==> config.mk <==
export PLATFORM = sky130hd
export DESIGN_NAME = load_store_unit
export DESIGN_NICKNAME = d
export VERILOG_FILES = /design/src/rtl/lsu_pkg.sv /design/src/rtl/lsu_lane_align.sv /design/src/rtl/load_store_unit.sv
export SDC_FILE = /design/constraint.sdc
export NUM_CORES = 1
export LEC_CHECK = 0
export CORE_MARGIN = 2
export CORE_UTILIZATION = 30
export CTS_CLUSTER_SIZE = 16
export DETAILED_ROUTE_END_ITERATION = 8
export DONT_BUFFER_PORTS = 1
export GPL_TIMING_DRIVEN = 1
export PLACE_DENSITY_LB_ADDON = 0.2
export RECOVER_POWER = 25
export SLEW_MARGIN = 10
export SYNTH_ARGS = -nofsm -noshare
export SYNTH_HDL_FRONTEND = slang
export SYNTH_SLANG_ARGS = --single-unit
==> constraint.sdc <==
create_clock -name clk -period 2.4 [get_ports clk]
set_input_delay 0.12 -clock clk [delete_from_list [all_inputs] [get_ports clk]]
set_output_delay 0.12 -clock clk [all_outputs]
set_load 0.05 [all_outputs]
==> src/rtl/lsu_pkg.sv <==
// Shared types and lane helpers for the load/store unit: access-size codes,
// FSM states, and the little-endian lane extract/merge functions.
package lsu_pkg;

    typedef enum logic [1:0] {
        SZ_BYTE = 2'd0,
        SZ_HALF = 2'd1,
        SZ_WORD = 2'd2,
        SZ_RSVD = 2'd3
    } size_e;

    typedef enum logic [2:0] {
        IDLE,
        ACCESS,
        RMW_RD,
        RMW_WR,
        RESP
    } state_e;

    // Pull the addressed lane out of a word and sign- or zero-extend it.
    function automatic logic [31:0] lane_extract(input logic [31:0] word,
                                                 input logic [1:0]  lane,
                                                 input size_e       size,
                                                 input logic        sext);
        logic [7:0]  b;
        logic [15:0] h;
        b = word[{lane, 3'b000} +: 8];
        h = word[{lane[1], 4'b0000} +: 16];
        case (size)
            SZ_BYTE: lane_extract = {{24{sext & b[7]}}, b};
            SZ_HALF: lane_extract = {{16{sext & h[15]}}, h};
            default: lane_extract = word;
        endcase
    endfunction

    // Replace the addressed lane of a word with right-aligned store data.
    function automatic logic [31:0] lane_merge(input logic [31:0] word,
                                               input logic [31:0] data,
                                               input logic [1:0]  lane,
                                               input size_e       size);
        logic [31:0] mask;
        case (size)
            SZ_BYTE: mask = 32'h0000_00ff;
            SZ_HALF: mask = 32'h0000_ffff;
            default: mask = 32'hffff_ffff;
        endcase
        mask       = mask << {lane, 3'b000};
        lane_merge = (word & ~mask) | ((data << {lane, 3'b000}) & mask);
    endfunction

endpackage

==> src/rtl/lsu_lane_align.sv <==
// Combinational lane alignment shared by the load path (extract/extend)
// and the read-modify-write path (merge).
module lsu_lane_align
    import lsu_pkg::*;
(
    input  logic [31:0] word,
    input  logic [31:0] wdata,
    input  logic [1:0]  lane,
    input  size_e       size,
    input  logic        sext,
    output logic [31:0] load_data,
    output logic [31:0] merged
);

    assign load_data = lane_extract(word, lane, size, sext);
    assign merged    = lane_merge(word, wdata, lane, size);

endmodule

==> src/rtl/load_store_unit.sv <==
// Single-outstanding load/store initiator for a combinational-read data memory.
// Define LSU_RANGE_CHECK_EN to flag byte addresses beyond MEM_WORDS*4 as errors.
module load_store_unit
    import lsu_pkg::*;
#(
    parameter int MEM_WORDS = 256,
    parameter int ADDR_W    = 32
) (
    input  logic              clk,
    input  logic              rst_n,
    input  logic              req_valid,
    output logic              req_ready,
    input  logic              req_we,
    input  logic [1:0]        req_size,
    input  logic              req_signed,
    input  logic [ADDR_W-1:0] req_addr,
    input  logic [31:0]       req_wdata,
    output logic              resp_valid,
    output logic [31:0]       resp_rdata,
    output logic              resp_err,
    output logic [ADDR_W-1:0] mem_addr,
    output logic [31:0]       mem_w_d,
    output logic              mem_w_e,
    input  logic [31:0]       mem_r_d
);

    if ($clog2(MEM_WORDS) + 2 > ADDR_W) begin : g_cfg_check
        $error("MEM_WORDS does not fit in ADDR_W");
    end

    state_e            state, state_next;
    logic              we_q, sext_q, err_q;
    size_e             size_q;
    logic [1:0]        lane_q;
    logic [31:0]       wdata_q, rdata_q;
    logic              accept, req_err;
    logic [31:0]       load_data, merged;
    logic [ADDR_W-1:0] word_addr;
    logic [ADDR_W-1:0] mem_addr_next;
    logic [31:0]       mem_w_d_next;
    logic              mem_w_e_next;

    assign req_ready  = (state == IDLE);
    assign accept     = req_valid && req_ready;
    assign word_addr  = {req_addr[ADDR_W-1:2], 2'b00};
    assign resp_valid = (state == RESP);
    assign resp_err   = resp_valid && err_q;
    assign resp_rdata = resp_valid ? rdata_q : 32'h0;

`ifdef LSU_RANGE_CHECK_EN
    localparam logic [ADDR_W:0] ADDR_LIMIT = (ADDR_W + 1)'(MEM_WORDS * 4);
`endif

    always_comb begin
        req_err = (req_size == SZ_RSVD)
               || (req_size == SZ_HALF && req_addr[0])
               || (req_size == SZ_WORD && req_addr[1:0] != 2'b00);
`ifdef LSU_RANGE_CHECK_EN
        if ({1'b0, req_addr} >= ADDR_LIMIT) req_err = 1'b1;
`endif
    end

    // The merge sees the live read word during RMW_RD, so its result is
    // registered straight into mem_w_d for the RMW_WR cycle.
    lsu_lane_align u_align (
        .word      (mem_r_d),
        .wdata     (wdata_q),
        .lane      (lane_q),
        .size      (size_q),
        .sext      (sext_q),
        .load_data (load_data),
        .merged    (merged)
    );

    always_comb begin
        // NOTE: every output of this block is given a default first, so no path
        // through the case statements can leave a value held and infer a latch.
        state_next    = state;
        mem_addr_next = mem_addr;
        mem_w_e_next  = 1'b0;
        mem_w_d_next  = 32'h0;
        case (state)
            IDLE: if (accept) begin
                if (req_err)                           state_next = RESP;
                else if (req_we && req_size != SZ_WORD) state_next = RMW_RD;
                else                                    state_next = ACCESS;
            end
            ACCESS:  state_next = RESP;
            RMW_RD:  state_next = RMW_WR;
            RMW_WR:  state_next = RESP;
            default: state_next = IDLE;
        endcase
        // Memory outputs are decoded from the next state and registered.
        case (state_next)
            ACCESS: begin
                mem_addr_next = word_addr;
                mem_w_e_next  = req_we;
                mem_w_d_next  = req_we ? req_wdata : 32'h0;
            end
            RMW_RD: mem_addr_next = word_addr;
            RMW_WR: begin
                mem_w_e_next = 1'b1;
                mem_w_d_next = merged;
            end
            default: ;
        endcase
    end

    // NOTE: all state here is updated with non-blocking assignments so every
    // register samples the pre-edge values regardless of statement order.
    always_ff @(posedge clk or negedge rst_n) begin
        if (!rst_n) begin
            state    <= IDLE;
            mem_addr <= '0;
            mem_w_e  <= 1'b0;
            mem_w_d  <= 32'h0;
            we_q     <= 1'b0;
            sext_q   <= 1'b0;
            err_q    <= 1'b0;
            size_q   <= SZ_BYTE;
            lane_q   <= 2'b00;
            wdata_q  <= 32'h0;
            rdata_q  <= 32'h0;
        end else begin
            state    <= state_next;
            mem_addr <= mem_addr_next;
            mem_w_e  <= mem_w_e_next;
            mem_w_d  <= mem_w_d_next;
            if (accept) begin
                we_q    <= req_we;
                sext_q  <= req_signed;
                err_q   <= req_err;
                size_q  <= size_e'(req_size);
                lane_q  <= req_addr[1:0];
                wdata_q <= req_wdata;
                rdata_q <= 32'h0;
            end
            if (state == ACCESS && !we_q) rdata_q <= load_data;
        end
    end

endmodule

Word-level counts from Yosys, hierarchy flattened
Cells that the tools add are included.
Widths: inputs -> output; s select.
{ "classes": {"n_eq_ne": 12, "bitwise_logic": 6, "reduce_logical": 15, "mux": 12, "shifts": 4} }
{ "op_table": {"columns": ["cell", "count"], "rows": [
  ["$pmux 32 s2", 3],
  ["$mux 32", 4],
  ["$and 32x32->32", 2],
  ["$shl 32x5->32", 2],
  ["$not 32->32", 1],
  ["$or 32x32->32", 1],
  ["$shiftx 32x6->16", 1],
  ["$shiftx 32x6->8", 1],
  ["$eq 3x2->1 const B", 4],
  ["$pmux 3 s3", 1],
  ["$eq 3x1->1 const B", 2],
  ["$logic_and 1x1->1", 6],
  ["$mux 3", 2],
  ["$eq 2x1->1 const B", 2],
  ["$eq 2x2->1 const B", 2],
  ["$reduce_bool 2->1", 2],
  ["$reduce_or 2->1", 2],
  ["$eq 3x3->1 const B", 1],
  ["$logic_not 3->1", 1],
  ["$and 1x1->1", 2],
  ["$logic_not 2->1", 1],
  ["$logic_or 1x1->1", 2],
  ["$mux 2", 1],
  ["$ne 2x2->1 const B", 1],
  ["other kinds (2)", 2]
]} }
{ "word_totals": {"wordCells": 60, "ff_bits": 137, "out_inout_bits": 100, "inputBits": 103} }

Logic depth before layout (Yosys ltp)
{ "depth": {"word_depth": 9, "depth_mapped": 7, "ltp_nobuf": 4} }

Modules after synthesis
Synthesis repeated with hierarchy kept, for this count alone.
{ "hier_totals": {"hier_cells": 689, "hier_area_um2": 7523.5} }
{ "modules_own_cells": {"columns": ["mod", "area_each_um2", "cells_per_inst", "instances", "seq_area_each_um2"], "rows": [
  ["load_store_unit", 5591.6, 501, 1, 3428.3],
  ["lsu_lane_align", 1931.9, 188, 1, 0.0]
]} }

Worst setup path before layout
OpenSTA, ideal clock, no wires.
{ "synth_timing": {"path_type": "register -> output", "from": "register state[1]", "to": "output port resp_rdata[22]", "setup_slack_ns": 0.227, "required_ns": 2.280, "t_arrival_ns": 2.053, "path_stages_with_launch": 5, "path_buffers": 2, "cell_sequence": "dfrtp_1 > clkbuf_1 > nor3b_1 > clkbuf_1 > and2_1"} }
{ "synth_between": {"elab_chain_cells": 2} }
{ "synth_rtl": {"columns": ["element", "line", "source"], "rows": [
  ["from (decl)", "load_store_unit.sv:31", "state_e state, state_next;"],
  ["from (signal assigned)", "load_store_unit.sv:125", "state <= state_next;"],
  ["$eq 3x3->1", "load_store_unit.sv:46", "assign resp_valid = (state == RESP);"],
  ["via resp_valid", "load_store_unit.sv:18", "output logic resp_valid,"],
  ["$mux 32", "load_store_unit.sv:48", "assign resp_rdata = resp_valid ? rdata_q : 32'h0;"],
  ["to (decl)", "load_store_unit.sv:19", "output logic [31:0] resp_rdata,"]
]} }
The timed path passes the listed nets, and every way through them passes these cells.

Worst setup path after layout
{ "layout_timing": {"from": "register state[2]", "to": "output port resp_rdata[11]"} }
Same word-level chain as after synthesis.

==> metrics.csv <==
stage,metric,value,unit
timing,fin_crit,2.18,ns
cts,clockRootBuffer,clkbuf_16,
timing,rsz0062_at_grt,false,
cts,cts.clk_slew.worst_paths,0.07,ns
run,cap_violations,0,
grt,antenna_found_initial,1,
cells_and_area,final_cell_mix,"159 x nand2_1, 137 x dfrtp_1, 95 x dlygate4sd3_1",
setup_path,crit_fanout,34,
route,drtIter0Drc,495,
setup_path,endpoint_kind,output pin,
placement,dpl.cell_count,965,
placement,dp_hpwl,16700,um
synth,synth_area_leader_cell,dfrtp_1,
grt,grt_usage,20.2,%
outcome,status,finished with violations,
cells_and_area,postLayoutCoreUtil,39.8,%
synth,synth_flop_cell,dfrtp_1,
cells_and_area,layout_commonest_cell,nand2_1,
cts,cts.path.max_buffers,2,
floorplanning,initial_core_util,30.5,%
hold_path,hold_class,input port to asynchronous set/reset pin,
timing,finalCritPeriodShare,90.9,%
route,wl,24300,um
route,ant_nets,0,
floorplanning,dieArea,0.0242,mm^2
grt,grt_max_degree,138,
grt,overflow,0,
synth,ys_types,44,
timing,max-slew-margin-rel,51.0,%
timing,tightest_slew,0.733,ns
synth,yosysWarnings,0,
power_and_ir_drop,powerDensity,1390,mW/mm^2
floorplanning,rows,55,
route,wl_per_cell,22.2,um
cells_and_area,area_delta_synth_final,30.5,%
synth,syn_inst,683,
synth,synthTopCellsByArea,"dfrtp_1 50%, nand2_1 8.6%, mux2_2 7.8%, mux4_2 4.6%, o21ai_0 4.2%",
grt,grt_pass1_vias,5922,
synth,synth_edf_count,0,
timing,finalHoldWorstSlack,-0.610,ns
timing,slew_viol_final,0,
cells_and_area,drive_gt1_share,18.8,%
cells_and_area,multiInputGateArea,0.00323,mm^2
floorplanning,die_w,156,um
route,vias,5774,
timing,finalSetupViolCount,0,
cells_and_area,seq_area,0.00343,mm^2
synth,postSynthAreaPerCell,10.1,um^2
route,drc,0,
cts,clkLatencyLatePin,0.43,ns
timing,fin_setup_tns,0,ns
floorplanning,core_area,0.0226,mm^2
timing,fmax,0.458,GHz
setup_path,crit_required,2.28,ns
synth,async_reset_ff_share,100,%
floorplanning,die_h,156,um
cts,postCtsSetupBuffers,0,
cts,clock_sinks,137,
synth,synthesis.area,0.00690,mm^2
route,dr.pass1.iters,5,
synth,ys_seq_elements,137,
timing,hold_violations,137,
cts,h-tree-depth,4,
synth,yosysTopAreaCellShare,49.7,%
route,vias_per_cell,5.28,
cells_and_area,stdcell_count,1093,
grt,grt_pass1_wl,36500,um
cts,cts_tree,done,
setup_path,path_class,flip-flop to output pin,
synth,synth-seq-area-share,49.7,%
outcome,violations,hold timing,
placement,routabilityCongestion,0.862,
timing,fin_worst_skew,0.00820,ns
placement,io_buffers,0,
cells_and_area,fillers,2231,
setup_path,worstSetupStartpointType,flip-flop,
cells_and_area,layout.nets,897,
power_and_ir_drop,ir_drop,0.000553,V
setup_path,cp.arrival,2.06,ns
cts,ctsHoldBuffers,95,
power_and_ir_drop,p_leak,3.99,nW
power_and_ir_drop,power,12.5,mW
floorplanning,io_pins,203,
cts,cts-buffers-inserted,17,
-- Yosys cell counts (all sizes together) (2+ instances only) --
cell / number
a221o: 16
o211ai: 8
nor2: 18
buf: 14
nand2: 159
clkbuf: 38
and2: 34
nor4b: 2
o21a: 8
mux2i: 17
mux4: 14
nand3b: 10
mux2: 48
nand3: 2
nand2b: 12
dfrtp: 137
o2111ai: 8
o22a: 8
inv: 13
o22ai: 7
a21oi: 27
a21o: 7
o21ai: 58
-- layout make-up --
cell class | count | area share (%)
flip-flops and latches | 137 | 38.1
multi-input cells | 481 | 35.9
repair buffers | 143 | 14.6
clock buffers | 18 | 4.88
well taps | 285 | 3.96
clock inverters | 14 | 2.06
inverters | 14 | 0.583
diodes | 1 | 0.0278
-- where the power goes --
group          internal [mW]  leakage (nW)  switching [mW]
clock network           1.69         0.303            1.11
registers               3.18          1.77            2.07
logic                   2.02          1.91            2.46
-- through the flow --
| stage | instance area, um^2 | hold slack [ns] | worst slack [ns] |
|---|---|---|---|
| floorplan | 6910 | -0.176 | 0.227 |
| global placement | 7420 | -0.167 | 0.314 |
| detailed placement | 7420 | -0.166 | 0.242 |
| finish | 9010 | -0.610 | 0.218 |
| global route | 9010 | -0.636 | 0.0359 |
| CTS | 9000 | -0.630 | 0.179 |
-- registers in the layout, indices dropped and copies added (netlist names) --
name and count:
sext_q 1, lane_q 2, err_q 1, wdata_q 32, state 3, we_q 1, mem_w_d 32, rdata_q 32
mem_addr 30, size_q 2, mem_w_e 1
-- repair_timing --
action                     4_1_cts  5_1_grt
hold endpoints to repair       265      137
setup endpoints to repair        0        0
resized for setup                0        0
-- kinds of logic after synthesis --
family | Yosys count | share of synthesized area (%)
and+or+nand+nor | 245 | 16.3
AOI/OAI and AO/OA | 155 | 15.0
DFF | 137 | 49.7
muxes | 79 | 14.9
buffers and inverters | 66 | 4.08
other | 1 | 0.0543
-- routing by layer --
metal / part of all wire (%) / wire [um] / GRT usage, % / up-vias
met5: 0 / 0 / 0 / -
li1: - / - / - / 2619
met2: 46 / 11100 / 31.1 / 248
met1: 43 / 10300 / 26.0 / 2866
met3: 8.5 / 2070 / 6.72 / 41
met4: 3.3 / 801 / 8.87 / 0
-- worst max-delay path, stage by stage, from the launching register on --
cell	delay, ns
dfrtp_1	0.52
nor3b_2	0.22
buf_4	0.36
and2_1	0.51
-- final timing paths --
kind	from	to	slack, ns	depth (start not counted)
setup reg to reg	state[2]$_DFF_PN0_	mem_w_d[16]$_DFF_PN0_	0.23	5
min in group clk	req_size[0]	state[1]$_DFF_PN0_	0.01	2
setup / recovery	state[2]$_DFF_PN0_	resp_rdata[11]	0.22	3
max in group asynchronous	rst_n	mem_addr[5]$_DFFE_PN0P_	2.82	0
hold reg to reg	rdata_q[13]$_DFFE_PN0P_	rdata_q[13]$_DFFE_PN0P_	0.48	2
hold / removal	rst_n	mem_w_d[21]$_DFF_PN0_	-0.61	0
Note: power is estimated with default switching activity, not from simulation.
